File: src/rtl/wb_core_2_pkg.sv
// Shared definitions for the Wishbone initiator, the register-file slave and
// the bench interface: bus width defaults, the initiator FSM state encoding,
// and packed command/response records.
package wb_core_2_pkg;

    localparam int WB_ADDR_WIDTH = 16;
    localparam int WB_DATA_WIDTH = 32;

    typedef enum logic [1:0] {
        IDLE = 2'd0,
        REQ  = 2'd1,
        WAIT = 2'd2,
        RSP  = 2'd3
    } wb_mst_state_e;

    typedef struct packed {
        logic                     we;
        logic [WB_ADDR_WIDTH-1:0] adr;
        logic [WB_DATA_WIDTH-1:0] dat;
    } wb_cmd_t;

    typedef struct packed {
        logic [WB_DATA_WIDTH-1:0] dat;
        logic                     err;
        logic                     timeout;
    } wb_rsp_t;

endpackage

File: src/rtl/wb_master_timeout.sv
// Saturating cycle counter that bounds how long the initiator may sit in
// REQ/WAIT.
//   clk_i     : system clock
//   rst_i     : synchronous, active-low reset
//   clr_i     : restart the count (command accepted)
//   en_i      : count this cycle (transaction in flight)
//   expired_o : the count reaches TIMEOUT_CYCLES on the coming edge
module wb_master_timeout #(
    parameter int TIMEOUT_CYCLES = 15
) (
    input  logic clk_i,
    input  logic rst_i,
    input  logic clr_i,
    input  logic en_i,
    output logic expired_o
);

    localparam int CW = $clog2(TIMEOUT_CYCLES + 1);
    localparam logic [CW-1:0] LIMIT = CW'(TIMEOUT_CYCLES);
    localparam logic [CW-1:0] LAST  = CW'(TIMEOUT_CYCLES - 1);

    logic [CW-1:0] cnt_q;

    always_ff @(posedge clk_i) begin
        if (!rst_i) begin
            cnt_q <= '0;
        end else if (clr_i) begin
            cnt_q <= '0;
        end else if (en_i && (cnt_q != LIMIT)) begin
            cnt_q <= cnt_q + 1'b1;
        end
    end

    // Flag one edge early so the FSM can abort on the same edge the count
    // reaches the limit.
    assign expired_o = en_i && (cnt_q >= LAST);

endmodule

File: src/rtl/wb_master_core.sv
// Wishbone B4 pipelined single-transfer initiator. Takes one command on a
// valid/ready port, runs one bus cycle (honouring stall), waits for ack/err
// or a timeout, then presents one response on a valid/ready port.
//   clk_i, rst_i            : clock, synchronous active-low reset
//   cmd_valid_i/cmd_ready_o : command handshake
//   cmd_we_i/adr_i/dat_i    : command fields
//   rsp_valid_o/rsp_ready_i : response handshake
//   rsp_dat_o/err_o/timeout_o : response fields
//   cyc_o..dat_o            : registered Wishbone outputs
//   dat_i, ack_i, err_i, stall_i : Wishbone inputs
module wb_master_core
    import wb_core_2_pkg::*;
#(
    parameter int ADDR_WIDTH     = WB_ADDR_WIDTH,
    parameter int DATA_WIDTH     = WB_DATA_WIDTH,
    parameter int TIMEOUT_CYCLES = 15
) (
    input  logic                  clk_i,
    input  logic                  rst_i,
    input  logic                  cmd_valid_i,
    output logic                  cmd_ready_o,
    input  logic                  cmd_we_i,
    input  logic [ADDR_WIDTH-1:0] cmd_adr_i,
    input  logic [DATA_WIDTH-1:0] cmd_dat_i,
    output logic                  rsp_valid_o,
    input  logic                  rsp_ready_i,
    output logic [DATA_WIDTH-1:0] rsp_dat_o,
    output logic                  rsp_err_o,
    output logic                  rsp_timeout_o,
    output logic                  cyc_o,
    output logic                  stb_o,
    output logic                  we_o,
    output logic [ADDR_WIDTH-1:0] adr_o,
    output logic [DATA_WIDTH-1:0] dat_o,
    input  logic [DATA_WIDTH-1:0] dat_i,
    input  logic                  ack_i,
    input  logic                  err_i,
    input  logic                  stall_i
);

    wb_mst_state_e         state_q;
    logic                  cyc_q;
    logic                  stb_q;
    logic                  we_q;
    logic [ADDR_WIDTH-1:0] adr_q;
    logic [DATA_WIDTH-1:0] dat_q;
    logic                  rsp_valid_q;
    logic                  rsp_err_q;
    logic                  rsp_timeout_q;
    logic [DATA_WIDTH-1:0] rsp_dat_q;

    logic                  accept;
    logic                  busy;
    logic                  bus_rsp;
    logic                  expired;
    logic                  finish;
    logic                  rsp_err_d;
    logic                  rsp_timeout_d;
    logic [DATA_WIDTH-1:0] rsp_dat_d;

    assign cmd_ready_o = (state_q == IDLE) && rst_i;
    assign accept      = cmd_ready_o && cmd_valid_i;
    assign busy        = (state_q == REQ) || (state_q == WAIT);

    wb_master_timeout #(
        .TIMEOUT_CYCLES(TIMEOUT_CYCLES)
    ) u_timeout (
        .clk_i    (clk_i),
        .rst_i    (rst_i),
        .clr_i    (accept),
        .en_i     (busy),
        .expired_o(expired)
    );

    // A slave answer only counts once the request has been taken: in WAIT,
    // or in REQ on a non-stalled edge. Answers while stalled, in IDLE or in
    // RSP are ignored. A real answer beats a simultaneous timeout, and err
    // beats ack.
    always_comb begin
        bus_rsp = 1'b0;
        if (state_q == WAIT) begin
            bus_rsp = ack_i || err_i;
        end else if ((state_q == REQ) && !stall_i) begin
            bus_rsp = ack_i || err_i;
        end
        finish        = bus_rsp || expired;
        rsp_err_d     = bus_rsp ? err_i : 1'b1;
        rsp_timeout_d = !bus_rsp;
        rsp_dat_d     = '0;
        if (bus_rsp && !err_i && !we_q) begin
            rsp_dat_d = dat_i;
        end
    end

    always_ff @(posedge clk_i) begin
        if (!rst_i) begin
            state_q       <= IDLE;
            cyc_q         <= 1'b0;
            stb_q         <= 1'b0;
            we_q          <= 1'b0;
            adr_q         <= '0;
            dat_q         <= '0;
            rsp_valid_q   <= 1'b0;
            rsp_err_q     <= 1'b0;
            rsp_timeout_q <= 1'b0;
            rsp_dat_q     <= '0;
        end else begin
            case (state_q)
                IDLE: begin
                    if (accept) begin
                        we_q    <= cmd_we_i;
                        adr_q   <= cmd_adr_i;
                        dat_q   <= cmd_dat_i;
                        cyc_q   <= 1'b1;
                        stb_q   <= 1'b1;
                        state_q <= REQ;
                    end
                end
                REQ, WAIT: begin
                    if (finish) begin
                        cyc_q         <= 1'b0;
                        stb_q         <= 1'b0;
                        rsp_valid_q   <= 1'b1;
                        rsp_err_q     <= rsp_err_d;
                        rsp_timeout_q <= rsp_timeout_d;
                        rsp_dat_q     <= rsp_dat_d;
                        state_q       <= RSP;
                    end else if ((state_q == REQ) && !stall_i) begin
                        stb_q   <= 1'b0;
                        state_q <= WAIT;
                    end
                end
                RSP: begin
                    if (rsp_ready_i) begin
                        rsp_valid_q <= 1'b0;
                        state_q     <= IDLE;
                    end
                end
                default: state_q <= IDLE;
            endcase
        end
    end

    assign cyc_o         = cyc_q;
    assign stb_o         = stb_q;
    assign we_o          = we_q;
    assign adr_o         = adr_q;
    assign dat_o         = dat_q;
    assign rsp_valid_o   = rsp_valid_q;
    assign rsp_err_o     = rsp_err_q;
    assign rsp_timeout_o = rsp_timeout_q;
    assign rsp_dat_o     = rsp_dat_q;

endmodule

File: config.mk
export PLATFORM = sky130hd
export DESIGN_NAME = wb_master_core
export DESIGN_NICKNAME = d
export VERILOG_FILES = /design/src/rtl/wb_core_2_pkg.sv /design/src/rtl/wb_master_timeout.sv /design/src/rtl/wb_master_core.sv
export SDC_FILE = /design/constraint.sdc
export NUM_CORES = 1
export LEC_CHECK = 0
export CORE_MARGIN = 8
export CORE_UTILIZATION = 39
export CTS_CLUSTER_SIZE = 28
export DETAILED_ROUTE_END_ITERATION = 8
export GPL_ROUTABILITY_DRIVEN = 0
export GPL_TIMING_DRIVEN = 0
export HOLD_SLACK_MARGIN = 0.12
export PLACE_DENSITY = 0.79
export SYNTH_ARGS = -nofsm -noshare
export SYNTH_HDL_FRONTEND = slang
export SYNTH_SLANG_ARGS = --single-unit
File: constraint.sdc
create_clock -name clk_i -period 2.4 [get_ports clk_i]
set_input_delay 0.48 -clock clk_i [delete_from_list [all_inputs] [get_ports clk_i]]
set_output_delay 0.48 -clock clk_i [all_outputs]
set_load 0.05 [all_outputs]
-- Word level (Yosys, flattened, before mapping)
Index checks and enable logic that the tools add are counted.
- bits in latches: 0
- word-level logic and storage cells: 65
- memory bits (writable): 0
- bits in registers: 92
- input bits: 88
- output and inout port bits: 87
- memories kept: 0
- bits in read-only memories: 0
- divide/modulo/power cells: 0
- add/subtract/negate cells: 1
- $mul: 0
- shifts and indexed selects: 0
- bitwise gates (word level): 1
- equality and inequality tests: 8
- reduce and logical (&&, ||, !) cells: 25
- multiplexer cells: 18
- magnitude comparators: 1
- operator list (cell ; number):
    2-to-1 mux 32 bit ; 1
    AND reduction 3 bit ; 4
    2-to-1 mux 1 bit ; 9
    2-to-1 mux 2 bit ; 4
    logical AND 1 bit ; 7
    inequality test 2 bit (second input constant) ; 3
    case mux 1 bit (2 select lines) ; 3
    case mux 2 bit (3 select lines) ; 1
    adder 4 x 1 -> 4 bit (second input constant) ; 1
    equality test 2 bit (second input constant) ; 2
    >= comparator 4 bit (second input constant) ; 1
    logical NOT 1 bit ; 4
    inequality test 4 bit (second input constant) ; 1
    AND reduction 2 bit ; 2
    nonzero test 2 bit ; 2
    OR reduction 2 bit ; 2
    logical OR 1 bit ; 3
    inequality test 3 bit (second input constant) ; 1
    equality test 2 x 1 -> 1 bit (second input constant) ; 1
    logical NOT 2 bit ; 1
    inverter 1 bit ; 1

-- Depth between registers and ports, before layout
Gate-level depths: netlist of the first run.
- depth in word-level cells: 7
- mapped depth: 8
- depth with buffers taken out: 6

-- By module
Synthesis of the first run repeated with hierarchy kept, for this count alone.
- cell total of the unflattened synthesis: 369
- area total of the unflattened synthesis: 3447.1 um^2
- modules (own cells, without submodules) (module ; area an instance (um^2) ; instances ; seq. area each (um^2) ; cells each):
    wb_master_core ; 3233.1 ; 1 ; 1761.7 ; 346
    wb_master_timeout ; 214.0 ; 1 ; 80.1 ; 23

-- Worst setup path after synthesis of the first run
Ideal clock, no wire load.
- path kind: reg2reg
- start: register state_q[0]
- end: register rsp_dat_q[0] (netlist: rsp_dat_o[0])
- clock period less this slack: 1.645 ns
- required time: 2.283 ns
- setup slack: 0.755 ns
- stages on the path, launching flop included: 8
- arrival time: 1.528 ns
- library setup time: 0.117 ns
- buffers on the path: 2
- cell sequence: dfxtp_1 inv_1 ha_1 o221ai_2 and3_1 buf_6 buf_8 a22o_1
- word-level cells in the longest chain between the ends: 7
- elaborated cells on any way between the ends: 13
- those cells by class: eq/ne: 2; mux: 3; reduce/logical: 8
- ends and longest elaborated chain (element ; line ; text):
    start: declaration ; wb_master_core.sv:41 ; wb_mst_state_e state_q;
    start signal: assignment ; wb_master_core.sv:97 ; state_q <= IDLE;
    start signal: assignment ; wb_master_core.sv:116 ; state_q <= REQ;
    start signal: assignment ; wb_master_core.sv:127 ; state_q <= RSP;
    equality test 2 x 1 -> 1 bit ; wb_master_core.sv:63, wb_master_core.sv:83, wb_master_core.sv:108 ;
    logical AND 1 bit ; wb_master_core.sv:83 ; end else if ((state_q == REQ) && !stall_i) begin
    2-to-1 mux 1 bit ; wb_master_core.sv:83 ;
    2-to-1 mux 1 bit ; wb_master_core.sv:81 ; if (state_q == WAIT) begin
    logical AND 1 bit (2 in series) ; wb_master_core.sv:90 ; if (bus_rsp && !err_i && !we_q) begin
    2-to-1 mux 32 bit ; wb_master_core.sv:90 ;
    end signal: assignment ; wb_master_core.sv:126 ; rsp_dat_q <= rsp_dat_d;
    end: declaration ; wb_master_core.sv:50 ; logic [DATA_WIDTH-1:0] rsp_dat_q;
Parallel ways exist; a longest one is shown, timed or not.
A chain may end at the register's enable or synchronous reset.

-- Worst setup path after layout of the first run
- start: register we_q (netlist: we_o)
- end: output port we_o
- RTL lines (element ; line ; text):
    start: declaration ; wb_master_core.sv:44 ; logic we_q;
    start signal: assignment ; wb_master_core.sv:111 ; we_q <= cmd_we_i;
    end: declaration ; wb_master_core.sv:32 ; output logic we_o,
No word-level cell between the ends.

==> results.md, run 1 <==
* Die ar. at 11900 um2
* Post-synth top area cell: dfxtp_1
* Placed cells at 648
* Peak VDD IR at 560 uV
* LEAKAGE at 2.31 nW
* Post-synth net total at 460
* Post-DP HPWL at 8620 um
* Fin util at 64.0%
* Delay of the slowest cell on the worst path at 0.87 ns
* Io pins at 175
* Most common cell in the netlist: nand2_1
* Yosys top cell area share at 54.5%
* Clock tree root driver cell: clkbuf_8
* WL/cell at 16.4 um
* Cell count along the critical path at 1
* Hold path depth at 2
* Synth area leaders: dfxtp_1, nand2_1, a22o_1, nand3_1, ha_1
* Placeable Area at 8550 um2
* Inserted Diodes at 0
* Status: finished clean
* Largest net degree at the start of global routing at 18
* Maxcap violations at 0
* Placed instance area at 5260 um2
* Post-synth top cells: nand2_1, dfxtp_1, nand3_1, a22o_1, clkbuf_1
* CP Cell Sequence: clkdlybuf4s50_1
* Clock slew at reported path FFs at 0.09 ns
* Post-CTS setup buffers at 0
* CP top delay family: buffers and inverters
* Async set-reset flop share out of synthesis at 0%
* Post-route clock period utilization at 89.2%
* Syn Std Cell Area at 3380 um2
* Clock tree buffer depth at 2
* Slew margin rel. at 63.3%
* Vias at 3296
* Setup Viol. Count Final at 0
* Clock Latency Late Sink at 0.35 ns
* Worst-path maximum fanout at 3
* Vias per cell at 4.96
* Post-synth EDFFs at 0
* CTS tree: yes
* Routed WL at 10900 um
* Sequential fraction of the synthesis area at 54.5%
* Critical path startpoint category: register
* Period minus WS final at 2.14 ns
* WP buf/inv at 1
* TritonRoute pass-1 iters at 4
* Initial Util at 39.5%
* Avg Inst Size Synth at 9.24 um2
* Gate Count Post-Synth at 366
* Worst-Margin Slew at 0.548 ns
* Synth Register Bits at 92
* Fraction of final layout cells sized beyond drive strength 1 at 6.47%
* Hold crit path type: reg -> reg
* DRC viols at 0
* Critical R2R Launch: state_q[0]$_SDFFE_PN0P_
* Critical path endpoint category: output port
* First-pass GRT wire length at 16500 um
* CTS Buf Count at 9
* Clock Skew at 0.0100 ns
* Synth warn at 0
* Chip height at 109 um
* Distinct cells, synth at 41
* Syn-to-layout area delta at 61.8%
* Initial antenna violation count at 0
* Arrival @ worst endpoint at 1.66 ns
* PortBufs at 174
* Vias in the first global route at 3387
* GRT Util Overall at 17.6%
* FMAX at 467 MHz
* Hold path start: rsp_err_o$_SDFFE_PN0P_
* Final Max Slew Viols at 0
* Iter 0 DRT Violations at 119
* Total global routing overflow at 0
* Final instance area at 5470 um2
* Clock tree sinks at 92
* Row count at 34
* Crit path from: we_o$_SDFFE_PN0P_
* Fillers at 697
* Hold WS at 0.449 ns
* Pwr Density at 940 nW/um2
* Most used DFF post-synth: dfxtp_1
* Final-report hold violation count at 0
* Width of the die at 109 um
* RSZ-0062 raised after global routing: no
* Critical path class: reg -> out
* Non-Filler Instances at 664
* FF-to-FF path depth at 6
* Antenna-violating nets left at 0
* Worst Path Required at 1.92 ns
* Final nets at 645
* Slowest-stage cell, CP: clkdlybuf4s50_1
* H-Tree Depth at 3
where the power goes:
part / leakage [nW] / internal [W] / switching, W / total, W
sequential: 0.751 / 0.00177 / 0.000148 / 0.00192
combinational: 1.46 / 0.000780 / 0.00137 / 0.00215
clock: 0.102 / 0.000498 / 0.000577 / 0.00108
total: 2.31 / 0.00305 / 0.00209 / 0.00514
layout by cell type, fill, tap and decap left out, types with 2 or more instances in the layout:
cell type / count
nand2_1: 106
nor2_1: 3
a22o_1: 32
nor3_1: 3
a31oi_1: 3
clkbuf_1: 12
dfxtp_1: 92
nand3_1: 52
clkbuf_8: 9
inv_1: 6
nand2b_1: 2
clkinv_4: 3
buf_2: 3
and3_1: 4
clkdlybuf4s50_1: 172
buf_8: 3
nand4_1: 2
ha_1: 6
buf_6: 4
and2_1: 2
a21oi_1: 7
what timing repair did:
item / 4_1_cts / 5_1_grt
pin swaps: 0 / 0
endpoints found under the hold margin: 0 / 0
hold buffers: 0 / 0
gates resized for setup: 3 / 3
setup endpoints to repair: 1 / 1
state kept, by name (all words and copies together), names as in the netlist:
name / cells
rsp_dat_o: 32
u_timeout.cnt_q: 4
state_q: 2
rsp_valid_o: 1
we_o: 1
rsp_err_o: 1
rsp_timeout_o: 1
dat_o: 32
stb_o: 1
cyc_o: 1
adr_o: 16
stage by stage:
stage	TNS [ns]	total power, W	setup slack, ns
finish	0	0.00514	0.259
global route	0	0.00541	0.196
CTS	0	0.00519	0.0119
detailed placement	-0.417	0.00411	-0.417
global placement	-0.445	0.00407	-0.445
floorplan	0	0.00332	0.755
final timing paths:
path                          endpoint  slack [ns]
max                               we_o        0.26
min             rsp_err_o$_SDFFE_PN0P_        0.45
max reg2reg  rsp_dat_o[8]$_SDFFE_PN0P_        0.55
min reg2reg     rsp_err_o$_SDFFE_PN0P_        0.45
per-layer routing:
| layer | part of all wire (%) | GRT usage [%] |
|---|---|---|
| met5 | 0 | 0 |
| met4 | 1.1 | 5.47 |
| met3 | 16 | 10.2 |
| met2 | 44 | 28.5 |
| met1 | 39 | 18.9 |
cells by family (layout without fill, tap and decap cells):
family	Yosys count	count (layout)	share of synthesized area, %
buf+inv	32	222	5.70
mux	1	1	0.296
xor+xnor	2	2	0.518
compound gates	53	53	12.8
flops	92	92	54.5
fa+ha+maj	6	6	2.22
simple gates	180	180	24.0
area by class of cell:
class / instances / area [um2] / area share (%)
Tap cell: 108 / 135 / 2.47
Buffer: 25 / 169 / 3.09
Inverter: 7 / 26.3 / 0.480
Multi-Input combinational cell: 242 / 1350 / 24.6
Clock buffer: 9 / 124 / 2.26
Timing Repair Buffer: 174 / 1740 / 31.9
Sequential cell: 92 / 1840 / 33.7
Clock inverter: 7 / 83.8 / 1.53
Note: power is estimated with default switching activity, not from simulation.
==> inputs of run 2 (changes only) <==
--- a/config.mk
+++ b/config.mk
@@ -6,13 +6,14 @@
 export NUM_CORES = 1
 export LEC_CHECK = 0
 export CORE_MARGIN = 8
-export CORE_UTILIZATION = 39
+export CORE_UTILIZATION = 40
 export CTS_CLUSTER_SIZE = 28
 export DETAILED_ROUTE_END_ITERATION = 8
 export GPL_ROUTABILITY_DRIVEN = 0
 export GPL_TIMING_DRIVEN = 0
 export HOLD_SLACK_MARGIN = 0.12
-export PLACE_DENSITY = 0.79
+export PLACE_DENSITY = 0.8
 export SYNTH_ARGS = -nofsm -noshare
 export SYNTH_HDL_FRONTEND = slang
+export SYNTH_HIERARCHICAL = 1
 export SYNTH_SLANG_ARGS = --single-unit
==> run 2 against run 1 <==
- combinational power about the same
- via count decreased by 1.8%
- clock-buffer cell count increased by 2
- clock skew about the same
- sequential power about the same
- critical path type is now reg -> reg
==> results.md, run 2 <==
* GRT Util Overall at 17.3% (was 17.6%)
* Clock slew at reported path FFs at 0.08 ns (was 0.09 ns)
* Post-synthesis compound-gate area fraction at 22.1% (was 12.8%)
* Slowest-stage cell, CP: ha_2 (was clkdlybuf4s50_1)
* Worst-Margin Slew at 0.551 ns (was 0.548 ns)
* Initial antenna violation count at 0 (unchanged)
* WP buf/inv at 1 (unchanged)
* Placed cells at 651 (was 648)
* Worst Path Required at 2.63 ns (was 1.92 ns)
* Register Area at 1840 um2 (unchanged)
* Clock tree buffer depth at 2 (unchanged)
* Io pins at 175 (unchanged)
* Most common cell in the netlist: nand2_1 (unchanged)
* Arrival @ worst endpoint at 2.43 ns (was 1.66 ns)
* Status: finished clean (unchanged)
* Total Power at 0.00516 W (was 0.00514 W)
* Clock Skew at 0.0103 ns (was 0.0100 ns)
* Clock power frac at 21.8% (was 20.9%)
* Final-report hold violation count at 0 (unchanged)
* DRC viols at 0 (unchanged)
* Inserted Diodes at 0 (unchanged)
* Hold crit path type: reg -> reg (unchanged)
* Row count at 34 (unchanged)
* Avg Inst Size Synth at 9.34 um2 (was 9.24 um2)
* WL/cell at 15.6 um (was 16.4 um)
* Setup Viol. Count Final at 0 (unchanged)
* Peak VDD IR at 645 uV (was 560 uV)
* Vias per cell at 4.87 (was 4.96)
* Pwr Density at 931 nW/um2 (was 940 nW/um2)
* Synth Register Bits at 92 (unchanged)
* Chip height at 109 um (about the same)
* Pint at 0.00316 W (was 0.00305 W)
* Final Max Slew Viols at 0 (unchanged)
* Iter 0 DRT Violations at 94 (was 119)
* Delay of the slowest cell on the worst path at 0.45 ns (was 0.87 ns)
* Adder-cell area share of the yosys netlist at 2.18% (was 2.22%)
* Post-synth top area cell: dfxtp_1 (unchanged)
* Post-synth net total at 463 (was 460)
* Switching part of the total at 38.7% (was 40.7%)
* FF-to-FF path depth at 7 (was 6)
* Fillers at 726 (was 697)
* Distinct cells, synth at 41 (unchanged)
* Synth warn at 6 (was 0)
* Post-synth EDFFs at 0 (unchanged)
* Yosys top cell area share at 53.4% (was 54.5%)
* Post-DP HPWL at 8220 um (was 8620 um)
* Total global routing overflow at 0 (unchanged)
* CTS tree: yes (unchanged)
* RSZ-0062 raised after global routing: no (unchanged)
* Largest net degree at the start of global routing at 18 (unchanged)
* PortBufs at 174 (unchanged)
* Most frequent cells in the layout: clkdlybuf4s50_1, nand2_1, dfxtp_1 (unchanged)
* Post-Synth Simple-Gate Area at 15.9% (was 24.0%)
* First-pass GRT wire length at 16300 um (was 16500 um)
* CP top delay family: compound AO/OA/AOI/OAI gates (was buffers and inverters)
* Synth Area in XOR/XNOR at 0% (was 0.518%)
* Vias at 3238 (was 3296)
* TritonRoute pass-1 iters at 7 (was 4)
* Logic pwr share at 41.2% (was 41.8%)
* Most common cell after layout, fill and taps aside: clkdlybuf4s50_1 (unchanged)
* Final nets at 647 (was 645)
* Non-Filler Instances at 665 (was 664)
* Syn Std Cell Area at 3450 um2 (was 3380 um2)
* FMAX at 454 MHz (was 467 MHz)
* Area of the multi-input gates at 1400 um2 (was 1350 um2)
* Period minus WS final at 2.20 ns (was 2.14 ns)
* Maxcap violations at 0 (unchanged)
* Gate Count Post-Synth at 369 (was 366)
* Critical path startpoint category: register (unchanged)
* Vias in the first global route at 3307 (was 3387)
* Hold path depth at 2 (unchanged)
* Clock tree root driver cell: clkbuf_8 (unchanged)
* Portion of netlist area occupied by mux cells at 0.290% (was 0.296%)
* Synth area leaders: dfxtp_1, nand2_1, a22o_1, o21ai_1, buf_6 (was dfxtp_1, nand2_1, a22o_1, nand3_1, ha_1)
* Async set-reset flop share out of synthesis at 0% (unchanged)
* Syn-to-layout area delta at 60.6% (was 61.8%)
* Antenna-violating nets left at 0 (unchanged)
* CP Cell Sequence: inv_1 > ha_2 > o2111a_1 > nor2b_1 > a311oi_2 > o221ai_1 > o211a_1 (was clkdlybuf4s50_1)
* Sequential fraction of the synthesis area at 53.4% (was 54.5%)
* Worst-path maximum fanout at 12 (was 3)
* Critical path class: reg -> reg (was reg -> out)
* Largest family of logic cells by synthesized area: compound AO/OA/AOI/OAI gates (was simple AND/OR/NAND/NOR gates)
* Fraction of final layout cells sized beyond drive strength 1 at 8.62% (was 6.47%)
* Post-synth top cells: nand2_1, dfxtp_1, o21ai_1, a22o_1 (was nand2_1, dfxtp_1, nand3_1, a22o_1, clkbuf_1)
* LEAKAGE at 2.12 nW (was 2.31 nW)
* Critical path endpoint category: register (was output port)
* Cell count along the critical path at 7 (was 1)
* Clock tree sinks at 92 (unchanged)
* Placeable Area at 8550 um2 (unchanged)
* Most used DFF post-synth: dfxtp_1 (unchanged)
* H-Tree Depth at 3 (unchanged)
* Post-route clock period utilization at 91.8% (was 89.2%)
* CTS Buf Count at 9 (unchanged)
* Slew margin rel. at 63.1% (was 63.3%)
* Routed WL at 10400 um (was 10900 um)
* Clock Latency Late Sink at 0.34 ns (was 0.35 ns)
* Die ar. at 11800 um2 (was 11900 um2)
* Total net switching power at 0.00200 W (was 0.00209 W)
* Width of the die at 109 um (about the same)
* Initial Util at 40.3% (was 39.5%)
* Reg power frac at 37.0% (was 37.3%)
-- run 2: routing by layer --
| metal | wire, um | track usage [%] | vias to the layer above |
|---|---|---|---|
| met5 | 0 | 0 | - |
| met4 | 274 | 6.94 | 0 |
| met3 | 923 | 7.39 | 21 |
| met2 | 5130 | 29.2 | 100 |
| met1 | 4060 | 18.8 | 1488 |
| li1 | - | - | 1629 |
-- run 2: cell families after synthesis --
family,Yosys count
AND/OR/NAND/NOR,127
AO/OA/AOI/OAI,108
flip-flops,92
buffers and inverters,35
adder cells (fa/ha/maj),6
multiplexers,1
-- run 2: power by group through the flow --
| stage | clock network (W) | registers (W) | logic, W |
|---|---|---|---|
| 6_report | 0.00112 | 0.00191 | 0.00213 |
| 5_1_grt | 0.00122 | 0.00194 | 0.00226 |
| 4_1_cts | 0.00116 | 0.00191 | 0.00214 |
| 3_5_place_dp | 0 | 0.00194 | 0.00213 |
| 3_3_place_gp | 0 | 0.00193 | 0.00210 |
| 2_1_floorplan | 0 | 0.00264 | 0.000678 |
-- run 2: worst min-delay path: cells and delay by family (launching register included) --
family | cells | cell delay [ns]
flip-flops | 1 | 0.32
buffers and inverters | 1 | 0.05
AO/OA/AOI/OAI | 1 | 0.05
-- run 2: worst paths after layout --
| kind | from | to | slack, ns |
|---|---|---|---|
| worst max-delay path | state_q[0]$_SDFFE_PN0P_ | state_q[0]$_SDFFE_PN0P_ | 0.20 |
| worst min-delay path | rsp_err_o$_SDFFE_PN0P_ | rsp_err_o$_SDFFE_PN0P_ | 0.45 |
| worst max register to register | state_q[0]$_SDFFE_PN0P_ | state_q[0]$_SDFFE_PN0P_ | 0.20 |
| worst min register to register | rsp_err_o$_SDFFE_PN0P_ | rsp_err_o$_SDFFE_PN0P_ | 0.45 |
-- run 2: stage by stage --
step           setup TNS [ns]  hold slack (ns)  cell area [um2]  util (%)  setup slack, ns
3_5_place_dp           -0.665            0.436             5320      62.3           -0.665
2_1_floorplan               0            0.489             3450         -            0.419
5_1_grt                     0            0.470             5540      64.7          0.00347
6_report                    0            0.445             5540      64.7            0.197
4_1_cts                     0            0.448             5530      64.7            0.120
3_3_place_gp           -0.669            0.434             5320      62.3           -0.669
-- run 2: layout make-up --
type	count	area share [%]
tap	108	2.44
clock buffer	11	2.55
multi-input combinational	242	25.2
buffer	24	3.10
timing repair buffer	174	31.4
clock inverter	4	1.33
inverter	10	0.678
sequential	92	33.3
-- run 2: timing repair --
| action | 4_1_cts | 5_1_grt |
|---|---|---|
| gates resized for setup | 7 | 1 |
| setup buffers | 0 | 0 |
| hold buffers | 0 | 0 |
| setup endpoints to repair | 1 | 2 |
